<file path="src/rtl/decode_pkg.sv">
// Shared opcode constants, instruction field positions and the decoded-class
// struct for the decode/issue stage.
package decode_pkg;

    localparam logic [5:0] OP_RTYPE = 6'h00;
    localparam logic [5:0] OP_J     = 6'h02;
    localparam logic [5:0] OP_JAL   = 6'h03;
    localparam logic [5:0] OP_BEQ   = 6'h04;
    localparam logic [5:0] OP_BNE   = 6'h05;
    localparam logic [5:0] OP_ADDI  = 6'h08;
    localparam logic [5:0] OP_ADDIU = 6'h09;
    localparam logic [5:0] OP_SLTI  = 6'h0A;
    localparam logic [5:0] OP_ANDI  = 6'h0C;
    localparam logic [5:0] OP_ORI   = 6'h0D;
    localparam logic [5:0] OP_XORI  = 6'h0E;
    localparam logic [5:0] OP_LUI   = 6'h0F;
    localparam logic [5:0] OP_LW    = 6'h23;
    localparam logic [5:0] OP_SW    = 6'h2B;

    localparam int unsigned OPC_MSB = 31;
    localparam int unsigned OPC_LSB = 26;
    localparam int unsigned RS_MSB  = 25;
    localparam int unsigned RS_LSB  = 21;
    localparam int unsigned RT_MSB  = 20;
    localparam int unsigned RT_LSB  = 16;
    localparam int unsigned RD_MSB  = 15;
    localparam int unsigned RD_LSB  = 11;
    localparam int unsigned IMM_MSB = 15;
    localparam int unsigned IMM_LSB = 0;

    localparam logic [4:0] LINK_REG = 5'd31;

    typedef struct packed {
        logic       uses_rs;
        logic       uses_rt;
        logic [4:0] dest;
        logic       dest_valid;
        logic       zero_ext;
    } dec_t;

    function automatic dec_t decode(input logic [31:0] instr);
        dec_t       d;
        logic [5:0] opc;
        d   = '0;
        opc = instr[OPC_MSB:OPC_LSB];
        case (opc)
            OP_RTYPE: begin
                d.uses_rs = 1'b1;
                d.uses_rt = 1'b1;
                d.dest    = instr[RD_MSB:RD_LSB];
            end
            OP_ADDI, OP_ADDIU, OP_SLTI, OP_ANDI, OP_ORI, OP_XORI, OP_LUI, OP_LW: begin
                d.uses_rs  = 1'b1;
                d.dest     = instr[RT_MSB:RT_LSB];
                d.zero_ext = (opc == OP_ANDI) || (opc == OP_ORI) || (opc == OP_XORI);
            end
            OP_SW, OP_BEQ, OP_BNE: begin
                d.uses_rs = 1'b1;
                d.uses_rt = 1'b1;
            end
            OP_JAL:  d.dest = LINK_REG;
            default: d = '0;
        endcase
        // Writes to r0 are discarded, so they never reserve a scoreboard bit.
        d.dest_valid = (d.dest != 5'd0);
        return d;
    endfunction

endpackage

</file>
<file path="src/rtl/decode_issue_scoreboard.sv">
// Pending-write scoreboard: one bit per register, set on issue and cleared on
// writeback, with lookup ports for both sources and the destination.
module decode_issue_scoreboard #(
    parameter int unsigned ADDR_W = 5
) (
    input  logic              clk_i,
    input  logic              rst_i,
    input  logic              set_en_i,
    input  logic [ADDR_W-1:0] set_addr_i,
    input  logic              clr_en_i,
    input  logic [ADDR_W-1:0] clr_addr_i,
    input  logic [ADDR_W-1:0] rs_addr_i,
    input  logic [ADDR_W-1:0] rt_addr_i,
    input  logic [ADDR_W-1:0] dest_addr_i,
    output logic              rs_busy_o,
    output logic              rt_busy_o,
    output logic              dest_busy_o
);

    localparam int unsigned NumRegs = 1 << ADDR_W;

    logic [NumRegs-1:0] pending_d, pending_q;

    always_comb begin
        pending_d = pending_q;
        if (clr_en_i) pending_d[clr_addr_i] = 1'b0;
        // Applied after the clear so a same-cycle set of the same register wins.
        if (set_en_i) pending_d[set_addr_i] = 1'b1;
        pending_d[0] = 1'b0;
    end

    always_ff @(posedge clk_i or posedge rst_i) begin
        if (rst_i) pending_q <= '0;
        else       pending_q <= pending_d;
    end

    assign rs_busy_o   = pending_q[rs_addr_i];
    assign rt_busy_o   = pending_q[rt_addr_i];
    assign dest_busy_o = pending_q[dest_addr_i];

endmodule

</file>
<file path="src/rtl/decode_issue.sv">
// Decode/issue stage: drives regfile reads, captures operands with writeback
// bypass, stalls on scoreboard hazards and feeds execute via valid/ready.
module decode_issue
    import decode_pkg::*;
#(
    parameter int unsigned DATA_W    = 32,
    parameter int unsigned ADDR_W    = 5,
    parameter bit          BYPASS_EN = 1'b1
) (
    input  logic              Clk,
    input  logic              Reset,
    input  logic              InstrValid,
    output logic              InstrReady,
    input  logic [DATA_W-1:0] Instr,
    output logic [ADDR_W-1:0] ReadRegister1,
    output logic [ADDR_W-1:0] ReadRegister2,
    input  logic [DATA_W-1:0] ReadData1,
    input  logic [DATA_W-1:0] ReadData2,
    input  logic              WbValid,
    input  logic [ADDR_W-1:0] WbRegister,
    input  logic [DATA_W-1:0] WbData,
    output logic              ExValid,
    input  logic              ExReady,
    output logic [DATA_W-1:0] ExOpA,
    output logic [DATA_W-1:0] ExOpB,
    output logic [DATA_W-1:0] ExImm,
    output logic [ADDR_W-1:0] ExDest,
    output logic              ExDestValid,
    output logic [DATA_W-1:0] ExInstr
);

    dec_t              dec;
    logic [ADDR_W-1:0] rs, rt;
    logic              rs_busy, rt_busy, dest_busy;
    logic              rs_fwd, rt_fwd, hazard, accept;
    logic [DATA_W-1:0] op_a, op_b, imm;

    logic              ex_valid_q, ex_dest_valid_q;
    logic [DATA_W-1:0] ex_opa_q, ex_opb_q, ex_imm_q, ex_instr_q;
    logic [ADDR_W-1:0] ex_dest_q;

    assign dec = decode(Instr);
    assign rs  = Instr[RS_MSB:RS_LSB];
    assign rt  = Instr[RT_MSB:RT_LSB];

    assign ReadRegister1 = rs;
    assign ReadRegister2 = rt;

    // The regfile write lands on the same edge, so WbData is the fresh value.
    assign rs_fwd = BYPASS_EN && WbValid && (WbRegister == rs);
    assign rt_fwd = BYPASS_EN && WbValid && (WbRegister == rt);

    assign hazard = (dec.uses_rs && (rs != '0) && rs_busy && !rs_fwd)
                 || (dec.uses_rt && (rt != '0) && rt_busy && !rt_fwd)
                 || (dec.dest_valid && dest_busy);

    assign InstrReady = !Reset && !hazard && (!ex_valid_q || ExReady);
    assign accept     = InstrValid && InstrReady;

    always_comb begin
        op_a = '0;
        op_b = '0;
        if (dec.uses_rs && (rs != '0)) op_a = rs_fwd ? WbData : ReadData1;
        if (dec.uses_rt && (rt != '0)) op_b = rt_fwd ? WbData : ReadData2;
        imm = dec.zero_ext ? {{(DATA_W-16){1'b0}}, Instr[IMM_MSB:IMM_LSB]}
                           : {{(DATA_W-16){Instr[IMM_MSB]}}, Instr[IMM_MSB:IMM_LSB]};
    end

    always_ff @(posedge Clk or posedge Reset) begin
        if (Reset) begin
            ex_valid_q      <= 1'b0;
            ex_opa_q        <= '0;
            ex_opb_q        <= '0;
            ex_imm_q        <= '0;
            ex_dest_q       <= '0;
            ex_dest_valid_q <= 1'b0;
            ex_instr_q      <= '0;
        end else if (accept) begin
            ex_valid_q      <= 1'b1;
            ex_opa_q        <= op_a;
            ex_opb_q        <= op_b;
            ex_imm_q        <= imm;
            ex_dest_q       <= dec.dest;
            ex_dest_valid_q <= dec.dest_valid;
            ex_instr_q      <= Instr;
        end else if (ExReady) begin
            ex_valid_q <= 1'b0;
        end
    end

    decode_issue_scoreboard #(
        .ADDR_W(ADDR_W)
    ) u_sb (
        .clk_i      (Clk),
        .rst_i      (Reset),
        .set_en_i   (accept && dec.dest_valid),
        .set_addr_i (dec.dest),
        .clr_en_i   (WbValid),
        .clr_addr_i (WbRegister),
        .rs_addr_i  (rs),
        .rt_addr_i  (rt),
        .dest_addr_i(dec.dest),
        .rs_busy_o  (rs_busy),
        .rt_busy_o  (rt_busy),
        .dest_busy_o(dest_busy)
    );

    assign ExValid     = ex_valid_q;
    assign ExOpA       = ex_opa_q;
    assign ExOpB       = ex_opb_q;
    assign ExImm       = ex_imm_q;
    assign ExDest      = ex_dest_q;
    assign ExDestValid = ex_dest_valid_q;
    assign ExInstr     = ex_instr_q;

endmodule

</file>
<file path="config.mk">
export PLATFORM = sky130hd
export DESIGN_NAME = decode_issue
export DESIGN_NICKNAME = d
export VERILOG_FILES = /design/src/rtl/decode_pkg.sv /design/src/rtl/decode_issue_scoreboard.sv /design/src/rtl/decode_issue.sv
export SDC_FILE = /design/constraint.sdc
export NUM_CORES = 1
export LEC_CHECK = 0
export CAP_MARGIN = 20
export CORE_MARGIN = 4
export CORE_UTILIZATION = 40
export DETAILED_ROUTE_END_ITERATION = 8
export GPL_ROUTABILITY_DRIVEN = 0
export PLACE_DENSITY_LB_ADDON = 0.25
export SKIP_LAST_GASP = 1
export SYNTH_ARGS = -nofsm -noshare
export SYNTH_HDL_FRONTEND = slang
export SYNTH_HIERARCHICAL = 1
export SYNTH_SLANG_ARGS = --single-unit
</file>
<file path="constraint.sdc">
create_clock -name Clk -period 9 [get_ports Clk]
set_input_delay 1.8 -clock Clk [delete_from_list [all_inputs] [get_ports Clk]]
set_output_delay 1.8 -clock Clk [all_outputs]
set_load 0.05 [all_outputs]
</file>
After elaboration in Yosys (flattened, before gate mapping)
Cells that the tools add are included.

Register bits: 166. Logic and storage cells: 87. Bits of input ports: 138.

Bitwise gates (word level): 3. Multiplexer cells: 23. Reductions and logical operators: 33. $lt $le $gt $ge: 6. Equality and inequality tests: 14.

Operators with widths (count): two-way mux 32 bit (7); equality test 6 x 4 -> 1 bit (second input constant) (7); bitwise AND 32 bit (1); NOT 32 bit (1); OR 32 bit (1); less-than comparator 5 x 6 -> 1 bit (second input constant) (4); binary-select mux 1 bit (select 5 bit) (3); logical AND 1 bit (15); case mux 5 bit (3 select lines) (1); nonzero test 5 bit (3); equality test 6 x 3 -> 1 bit (second input constant) (2); equality test 6 bit (second input constant) (2); OR reduction 12 bit (1); demux 1 bit (select 5 bit) (2); equality test 5 bit (2); >= comparator 5 x 1 -> 1 bit (second input constant) (2); two-way mux 1 bit (10); OR reduction 8 bit (1); equality test 6 x 2 -> 1 bit (second input constant) (1); logical NOT 6 bit (1); logical NOT 1 bit (5); logical OR 1 bit (5); OR reduction 4 bit (1); nonzero test 2 bit (1).

Logic depth before layout (Yosys ltp)
Depth in word-level cells: 14. Depth in mapped cells: 17.

Modules after synthesis
The synthesis kept the hierarchy.

By module, submodules not included: decode_issue (cells an instance 480, area an instance 5859.4 µm², instances 1); decode_issue_scoreboard (cells an instance 229, area an instance 2179.6 µm², instances 1).

Least setup slack after synthesis
OpenSTA, ideal clock, no wires.

Path kind: input -> output. Start: input port Reset. End: output port InstrReady. Stages on the path: 3. Path buffers: 0. Arrival: 5.613 ns. Setup slack: 1.587 ns. Path through: inv_1 > o311ai_4 > nor3_1.

Cells in the longest elaborated chain, start to end: 3.

Ends and longest elaborated chain: start, declared (RTL line decode_issue.sv:11) `input logic Reset,`; logical NOT 1 bit (no source line); logical AND 1 bit (2 in a row) (RTL line decode_issue.sv:57) `assign InstrReady = !Reset && !hazard && (!ex_valid_q || ExReady);`; end, declared (RTL line decode_issue.sv:13) `output logic InstrReady,`.

No other way between the ends.

==> impl_metrics.yaml <==
outcome:
  status: "completed"
route:
  met1Wirelength_mm: 10.2
  ant_nets: 0
  drc_errors: 0
  drtIter0Drc: 364
  wl_per_cell_um: 20.4
  top_layer: "met4"
  first_pass_iters: 4
  vias: 6503
  dr_wl_met2_mm: 11.8
  dr_wl_met3_mm: 2.49
  vias_per_cell: 5.31
  drt_wl_total_mm: 25.0
clock_network:
  postCtsSetupBuffers: 0
  cts.path.max_buffers: 2
  cts_tree: "built"
  clock-sinks: 135
  clk-insertion-delay-late_ns: 0.42
  cts_made_buffers: 17
  holdBufCountCts: 0
  clk_pin_slew_ns: 0.06
  cts-resized-gates: 0
  h-tree-depth: 4
  root_buffer: "clkbuf_16"
cells_and_area:
  final_common_cell: "clkdlybuf4s50_1"
  layout-drive-gt1-share_pct: 17.0
  nFillCells: 1672
  instances_no_fill: 1224
  utilization_pct: 58.3
  syn2layout_area_growth_pct: 42.2
  fin_area_mm2: 0.0114
  nets: 1082
  final_cell_mix: "clkdlybuf4s50_1 (283), dfrtp_1 (135), mux2i_1 (92), nor2_1 (78), mux2_4 (68)"
grt:
  grt_pass1_vias: 6721
  grt_usage_pct: 22.0
  grt_max_degree: 80
  gr-total-overflow: 0
  antenna_found_initial: 1
  grt_pass1_wl_mm: 38.3
worst_setup_path:
  critPathLaunchType: "input pin"
  crit_arrival_ns: 5.80
  reg2regPathDepth: 9
  path_class: "input pin to output port"
  crit_path_end_kind: "output port"
  crit_fanout: 14
  cp_data_required_time_ns: 7.20
timing:
  min_period_over_period_pct: 84.4
  hold_viol: 0
  setup_tns_ns: 0
  slew_headroom_pct: 38.4
  max_freq_mhz: 132
  fin_crit_ns: 7.60
  drv_slew: 0
  setup_viol: 0
  tightest_slew_ns: 0.924
  rsz0062_at_grt: "no"
  clock_skew_ns: 0.00984
yosys:
  yosysWarningCount: 6
  netlist_instances: 709
  synth.distinct_cells: 43
  post_synth.cell_area_avg_um2: 11.3
  synth-async-reset-ratio_pct: 100
  syn_area_mm2: 0.00804
  syn_nets: 847
  synth-seq-cells: 135
  ys.flop_type: "dfrtp_1"
  synth-edff-count: 0
  ys_seq_area_share_pct: 42.0
place:
  io_buffers: 283
  dpl_cell_area_mm2: 0.0108
  place_hpwl_mm: 18.0
  place_inst: 1189
floorplan:
  initial_core_util_pct: 41.0
  rows: 51
  core_area_mm2: 0.0196
  dieArea_mm2: 0.0224
  die_w_um: 150
  dieHeight_um: 150
  ios: 284
worst_hold_path:
  hp-class: "flop to flop"
  holdPathStages: 1
power:
  ir_drop_v: 0.000133
  p_leak_nw: 4.84
  power_mw: 2.25
  power_density_mw_per_mm2: 197
flow_run:
  drv_cap: 0
==> kinds of logic after synthesis <==
kind of cell / count (synthesis) / share of synthesized area [%]
multiplexers: 202 / 31.4
AND/OR/NAND/NOR: 163 / 9.90
flip-flops: 135 / 42.0
AO/OA/AOI/OAI: 109 / 8.02
buffers and inverters: 89 / 7.42
XOR/XNOR: 11 / 1.20
==> per-stage QoR <==
stage                     hold WS [ns]  setup WS (ns)
after floorplan                  0.491           1.59
after global placement           0.487           1.55
after detailed placement         0.492           1.49
after CTS                        0.507           1.44
after global routing             0.521           1.05
final                            0.502           1.40
==> per-layer routing <==
| metal | GRT usage [%] | vias to the layer above |
|---|---|---|
| met5 | 0 | - |
| met4 | 7.78 | 0 |
| met3 | 6.36 | 35 |
| met2 | 36.0 | 360 |
| met1 | 27.9 | 3125 |
| li1 | - | 2983 |
==> final cells by class <==
cell class,instances,area (um2),area share (%)
Multi-Input combinational cell,485,4080,35.7
Sequential cell,135,3380,29.6
Timing Repair Buffer,296,2980,26.1
Clock buffer,19,443,3.88
Tap cell,265,332,2.90
Clock inverter,13,168,1.47
Inverter,9,36.3,0.317
Antenna cell,2,5.00,0.0438
==> sequential cells by signal (all words and copies together) (netlist names) <==
name            flops
ExDest              5
ExDestValid         1
ExImm              17
ExInstr            16
ExOpA              32
ExOpB              32
ExValid             1
u_sb/pending_q     31
==> final timing paths <==
path,start,to,slack (ns)
worst max-delay path,Instr[29],InstrReady,1.40
worst min-delay path,ExOpB[7],ExOpB[7],0.50
worst max register to register,u_sb/pending_q[12],ExOpB[4],5.52
worst min register to register,ExOpB[7],ExOpB[7],0.50
max in group asynchronous,Reset,ExOpB[29],6.29
min in group asynchronous,Reset,ExOpA[4],1.76
==> worst max-delay path, stage by stage <==
cell and delay [ns]:
clkdlybuf4s50_1 0.54, or4_1 0.67, o21ai_2 0.56, buf_4 0.30, mux2i_1 0.19, nand3_1 0.11
nand3_1 0.14, nand4_1 0.18, nor2b_1 0.21, nor3_1 0.24, clkdlybuf4s50_1 0.85
==> synth_stat cells, drive strengths merged, types with 3 or more instances <==
cell type,count,area [um2]
clkbuf,12,45.0
o21ai,68,340
a22oi,7,52.6
nor2b,9,56.3
o31ai,3,27.5
xor2,9,78.8
nand2,13,48.8
dfrtp,135,3380
nand4,3,18.8
mux2i,92,921
nor4,3,18.8
o2111ai,3,26.3
nand2b,8,50.1
inv,9,33.8
a211oi,4,30.0
nand3b,11,82.6
or3,4,25.0
nor2,78,293
mux4,9,214
mux2,101,1390
o211ai,3,22.5
or3b,5,43.8
nor3,7,35.0
buf,68,518
a21oi,15,75.1
nand3,16,80.1
==> where the power goes <==
group | total, mW | leakage [nW] | internal [mW] | switching (mW)
registers | 0.713 | 1.79 | 0.668 | 0.0451
logic | 0.807 | 2.75 | 0.317 | 0.490
clock network | 0.726 | 0.295 | 0.447 | 0.280
Note: power is estimated with default switching activity, not from simulation.
